<file path="config.mk">
export PLATFORM = sky130hd
export DESIGN_NAME = fifo_rd_drain
export DESIGN_NICKNAME = d
export VERILOG_FILES = /design/src/rtl/fifo_rd_drain.sv
export SDC_FILE = /design/constraint.sdc
export NUM_CORES = 1
export LEC_CHECK = 0
export ABC_AREA = 1
export ABC_CLOCK_PERIOD_IN_PS = 2500
export BUFFER_PORTS_ARGS = -buffer_cell sky130_fd_sc_hd__buf_2
export CAP_MARGIN = 20
export CORE_MARGIN = 5
export CORE_UTILIZATION = 40
export DETAILED_ROUTE_END_ITERATION = 6
export PLACE_DENSITY = 0.63
export SLEW_MARGIN = 5
export SYNTH_ARGS = -nofsm -noshare
export SYNTH_HDL_FRONTEND = slang
export SYNTH_SLANG_ARGS = --single-unit
</file>
<file path="constraint.sdc">
create_clock -name rd_clk_i -period 2.5 [get_ports rd_clk_i]
set_input_delay 0 -clock rd_clk_i [delete_from_list [all_inputs] [get_ports rd_clk_i]]
set_output_delay 0 -clock rd_clk_i [all_outputs]
set_load 0.02 [all_outputs]
</file>
<file path="src/rtl/fifo_rd_drain.sv">
// Read-side drain engine for async_fifo: pops words and presents them on a
// valid/ready stream through a 2-entry buffer that hides the FIFO read latency.
module fifo_rd_drain #(
  parameter int unsigned WIDTH = 8,
  parameter int unsigned CNT_W = 16
) (
  input  logic             rd_clk_i,
  input  logic             rst_i,
  input  logic             en_i,
  output logic             fifo_rd_en_o,
  input  logic [WIDTH-1:0] fifo_rdata_i,
  input  logic             fifo_empty_i,
  input  logic             fifo_error_i,
  output logic             m_valid_o,
  output logic [WIDTH-1:0] m_data_o,
  input  logic             m_ready_i,
  output logic             err_o,
  output logic [CNT_W-1:0] pop_cnt_o
);

  logic [1:0]       r_occ;
  logic             r_inflight;
  logic [WIDTH-1:0] r_head;
  logic [WIDTH-1:0] r_tail;
  logic             r_err;
  logic [CNT_W-1:0] r_pop_cnt;

  logic             w_deq;
  logic [1:0]       w_occ_after;
  logic [2:0]       w_occ_nxt;

  // Occupancy after this cycle's dequeue plus the word already in flight is
  // both the credit check for a new pop and next cycle's occupancy.
  always_comb begin
    w_deq        = (r_occ != 2'd0) & m_ready_i;
    w_occ_after  = r_occ - {1'b0, w_deq};
    w_occ_nxt    = {1'b0, w_occ_after} + {2'b00, r_inflight};
    fifo_rd_en_o = en_i & ~fifo_empty_i & ~rst_i & (w_occ_nxt < 3'd2);
  end

  always_ff @(posedge rd_clk_i) begin
    if (rst_i) begin
      r_occ      <= '0;
      r_inflight <= 1'b0;
      r_head     <= '0;
      r_tail     <= '0;
      r_err      <= 1'b0;
      r_pop_cnt  <= '0;
    end else begin
      assert (w_occ_nxt <= 3'd2);
      r_inflight <= fifo_rd_en_o;
      r_occ      <= w_occ_nxt[1:0];
      if (w_deq && (r_occ == 2'd2))
        r_head <= r_tail;
      // Arriving word goes to head only if the buffer is empty after the dequeue
      if (r_inflight) begin
        if (w_occ_after == 2'd0)
          r_head <= fifo_rdata_i;
        else
          r_tail <= fifo_rdata_i;
      end
      if (fifo_error_i)
        r_err <= 1'b1;
      if (fifo_rd_en_o)
        r_pop_cnt <= r_pop_cnt + CNT_W'(1);
    end
  end

  assign m_valid_o = (r_occ != 2'd0);
  assign m_data_o  = r_head;
  assign err_o     = r_err;
  assign pop_cnt_o = r_pop_cnt;

endmodule

</file>
==> metrics.txt <==
status=finished clean; Hold Crit Class=in2reg; violation count after the first detailed-route iteration=between 60 and 70; Hold Path Origin=rst_i; Post-Syn Area per Cell=approximately 7 sq um; Final Wtd Congestion=0.7714; Slew HR=0.5594; Initial Util=0.4134; Setup crit end kind=flop; R2R Path Start=r_occ[1]$_SDFF_PP0_; vias in the first global route=1454; clk sinks=36; Critical Path Fanout Max=9; Final Hold Fails=0; Worst Skew=roughly 0.0043 ns; PortBufs=40; Syn. warnings=0; worst reg2reg path depth=15; Final min period=2.192 ns; period utilization=0.8768; pwr/cell area=684.8 mW/mm^2; DR WL/cell=roughly 11 microns; Yosys cell types=23; CTS Buf Count=5; RSZ-0062 raised after global routing=no; # diodes=0; Hold WS=approximately 0.020 ns; setup_tns=0 ns; Critical Path RT=roughly 2.7 ns; routed vias/inst=approximately 4.7; Die X=74.53 microns; post-layout net count=approximately 310; Buf/Inv on CP=3; fin. max-slew vios=0; Critical R2R Capture=pop_cnt_o[15]$_SDFFE_PP0P_; slowest CP cell=dfxtp_1; 1st-pass router iterations=4; CP Launch Type=flop; Cell Area, Synth=about 0.0017 sq mm; crit path cell chain=o21a_1 > ha_1 > inv_1 > ha_1 > inv_1 > ha_1 > nand2_1 > inv_1 > nand2_2 > nor2_4 > nand2_2 > nor2_2 > nand2_1 > nor2_1 > nor2_1; Syn-to-layout area delta=24.79%; Max Freq=roughly 0.46 GHz; WP depth=15; hold-critical path endpoint=pop_cnt_o[7]$_SDFFE_PP0P_; gr usage total=0.1549; #FFs+latches synth=36; worst setup margin=roughly 0.31 ns; Clock Tree Buf Depth=2; Worst EP arrival=2.38 ns; setup violators final=0; CTS H-tree depth=2; I/O pins=just over 40; initial antenna violation count=0; TritonCTS clock tree=built; clk_lat worst skew=around 0.29 ns; DIE HEIGHT=about 75 microns; # fillers=approximately 420; Pleak=between 0.9 and 1 nW; Core ar.=between 0.004 and 0.005 sq mm; sequential share of the synthesized area=0.4328; crit-path max cell delay=around 0.35 ns; Gate Count Post-Synth=236; CP Class=reg2reg; row cnt=23; first-pass GRT wire length=6.423 mm; post-cts sizing count=0; hpwl dp=roughly 2.6 mm; Power Total=1.423 mW; post-synth net total=between 200 and 300; WL final=~3.8 mm; largest net degree at the start of global routing=27; Placement Setup Slack=0.2897 ns; peak supply drop=0.2630 mV; via count=1580; Root Buffer=clkbuf_8; Worst-Margin Slew=0.6602 ns; Antenna Violating Nets Remaining=0; r2r setup slk=0.31 ns; delay-heaviest family, CP=simple AND/OR/NAND/NOR gates; Reg clk slew, reported paths=around 0.070 ns; max_cap viols=0; die area=roughly 0.0056 sq mm; total gr overflow=0; Residual DRC=0; layout cells sized above 1=0.1944; hold depth=2
[layout by cell type, fill, tap and decap left out]
cell type      instances
clkbuf_8               6
nor2_1                45
nor2_2                 1
a21oi_1               11
nand3_1                8
xor2_1                 2
inv_2                  1
o21ai_0               28
buf_2                 40
inv_1                 32
nand3_2                1
nor3_1                 4
dfxtp_1               36
nand4_1                5
o21a_1                 1
nor2_4                 2
nand2_2                3
clkbuf_1               2
o21bai_1               3
xnor2_2                1
or2_2                  1
dlygate4sd3_1          9
nand2_1               42
ha_1                   4
[report_power, final]
part           internal (mW)  leakage, nW  switching, mW
sequential             0.634        0.292         0.0308
clock                  0.225       0.0455          0.203
combinational          0.128        0.598          0.202
[worst max-delay path by stage]
stage	start	end	slack, ns
final	r_occ[1]$_SDFF_PP0_	pop_cnt_o[15]$_SDFFE_PP0P_	0.31
after global routing	r_occ[1]$_SDFF_PP0_	pop_cnt_o[8]$_SDFFE_PP0P_	0.07
after CTS	r_occ[1]$_SDFF_PP0_	pop_cnt_o[15]$_SDFFE_PP0P_	0.28
after detailed placement	r_occ[1]$_SDFF_PP0_	pop_cnt_o[15]$_SDFFE_PP0P_	0.29
after global placement	r_occ[1]$_SDFF_PP0_	pop_cnt_o[15]$_SDFFE_PP0P_	0.35
after floorplan	r_occ[1]$_SDFF_PP0_	pop_cnt_o[15]$_SDFFE_PP0P_	0.47
[metrics by stage]
step,std cells,utilization,cell area (sq um)
after global routing,338,0.5158,2078
final,338,0.5158,2078
after global placement,321,0.4711,1898
after detailed placement,321,0.4711,1898
after CTS,338,0.5158,2078
after floorplan,236,-,1665
[worst reg2reg max path, cell delays in order, from the launching register on]
cell	delay (ns)
dfxtp_1	0.35
o21a_1	0.20
ha_1	0.31
inv_1	0.05
ha_1	0.17
inv_1	0.05
ha_1	0.13
nand2_1	0.05
inv_1	0.05
nand2_2	0.14
nor2_4	0.17
nand2_2	0.09
nor2_2	0.13
nand2_1	0.06
nor2_1	0.08
nor2_1	0.04
[cells by family after synthesis]
| group | after synthesis | share of synthesized area |
|---|---|---|
| xor+xnor | 3 | 0.02029 |
| simple gates | 112 | 0.2893 |
| compound gates | 43 | 0.1352 |
| flops | 36 | 0.4328 |
| buf+inv | 38 | 0.09241 |
| fa+ha+maj | 4 | 0.03005 |
[synthesized netlist by cell type]
cell      count  area, sq um
a21oi_1      11        55.05
buf_1         1        3.750
buf_2         3        15.01
buf_6         1        11.26
dfxtp_1      36        720.7
ha_1          4        50.05
inv_1        32        120.1
inv_2         1        3.750
nand2_1      42        157.7
nand2_2       3        18.77
nand3_1       8        40.04
nand3_2       1        10.01
nand4_1       5        31.28
nor2_1       45        168.9
nor2_2        1        6.260
nor2_4        2        22.52
nor3_1        4        20.02
o21a_1        1        7.510
o21ai_0      28        140.1
o21bai_1      3        22.52
or2_2         1        6.260
xnor2_2       1        16.27
xor2_1        2        17.52
[per-layer routing]
layer  vias up  wire, microns  GRT usage
met5         -              0          0
met4         0             69    0.06522
met3         5            233    0.05405
met2        37           1696     0.2527
met1       692           1782     0.1850
li1        846              -          -
[layout make-up]
type / count / area (sq um) / area share
sequential: 36 / 720.7 / 0.3468
tap: 50 / 62.56 / 0.03010
inverter: 33 / 123.9 / 0.05960
multi-input combinational: 162 / 790.8 / 0.3805
timing repair buffer: 49 / 290.3 / 0.1397
clock buffer: 8 / 90.09 / 0.04335
[sequential cells by signal, summed over array words and instances (netlist names)]
signal and cells:
err_o 1, r_occ 2, m_data_o 8, pop_cnt_o 16, r_inflight 1, r_tail 8
[repair_timing]
item,in CTS,in global routing
hold endpoints to repair,9,0
hold buffers,9,0
setup buffers,0,0
Note: power is estimated with default switching activity, not from simulation.
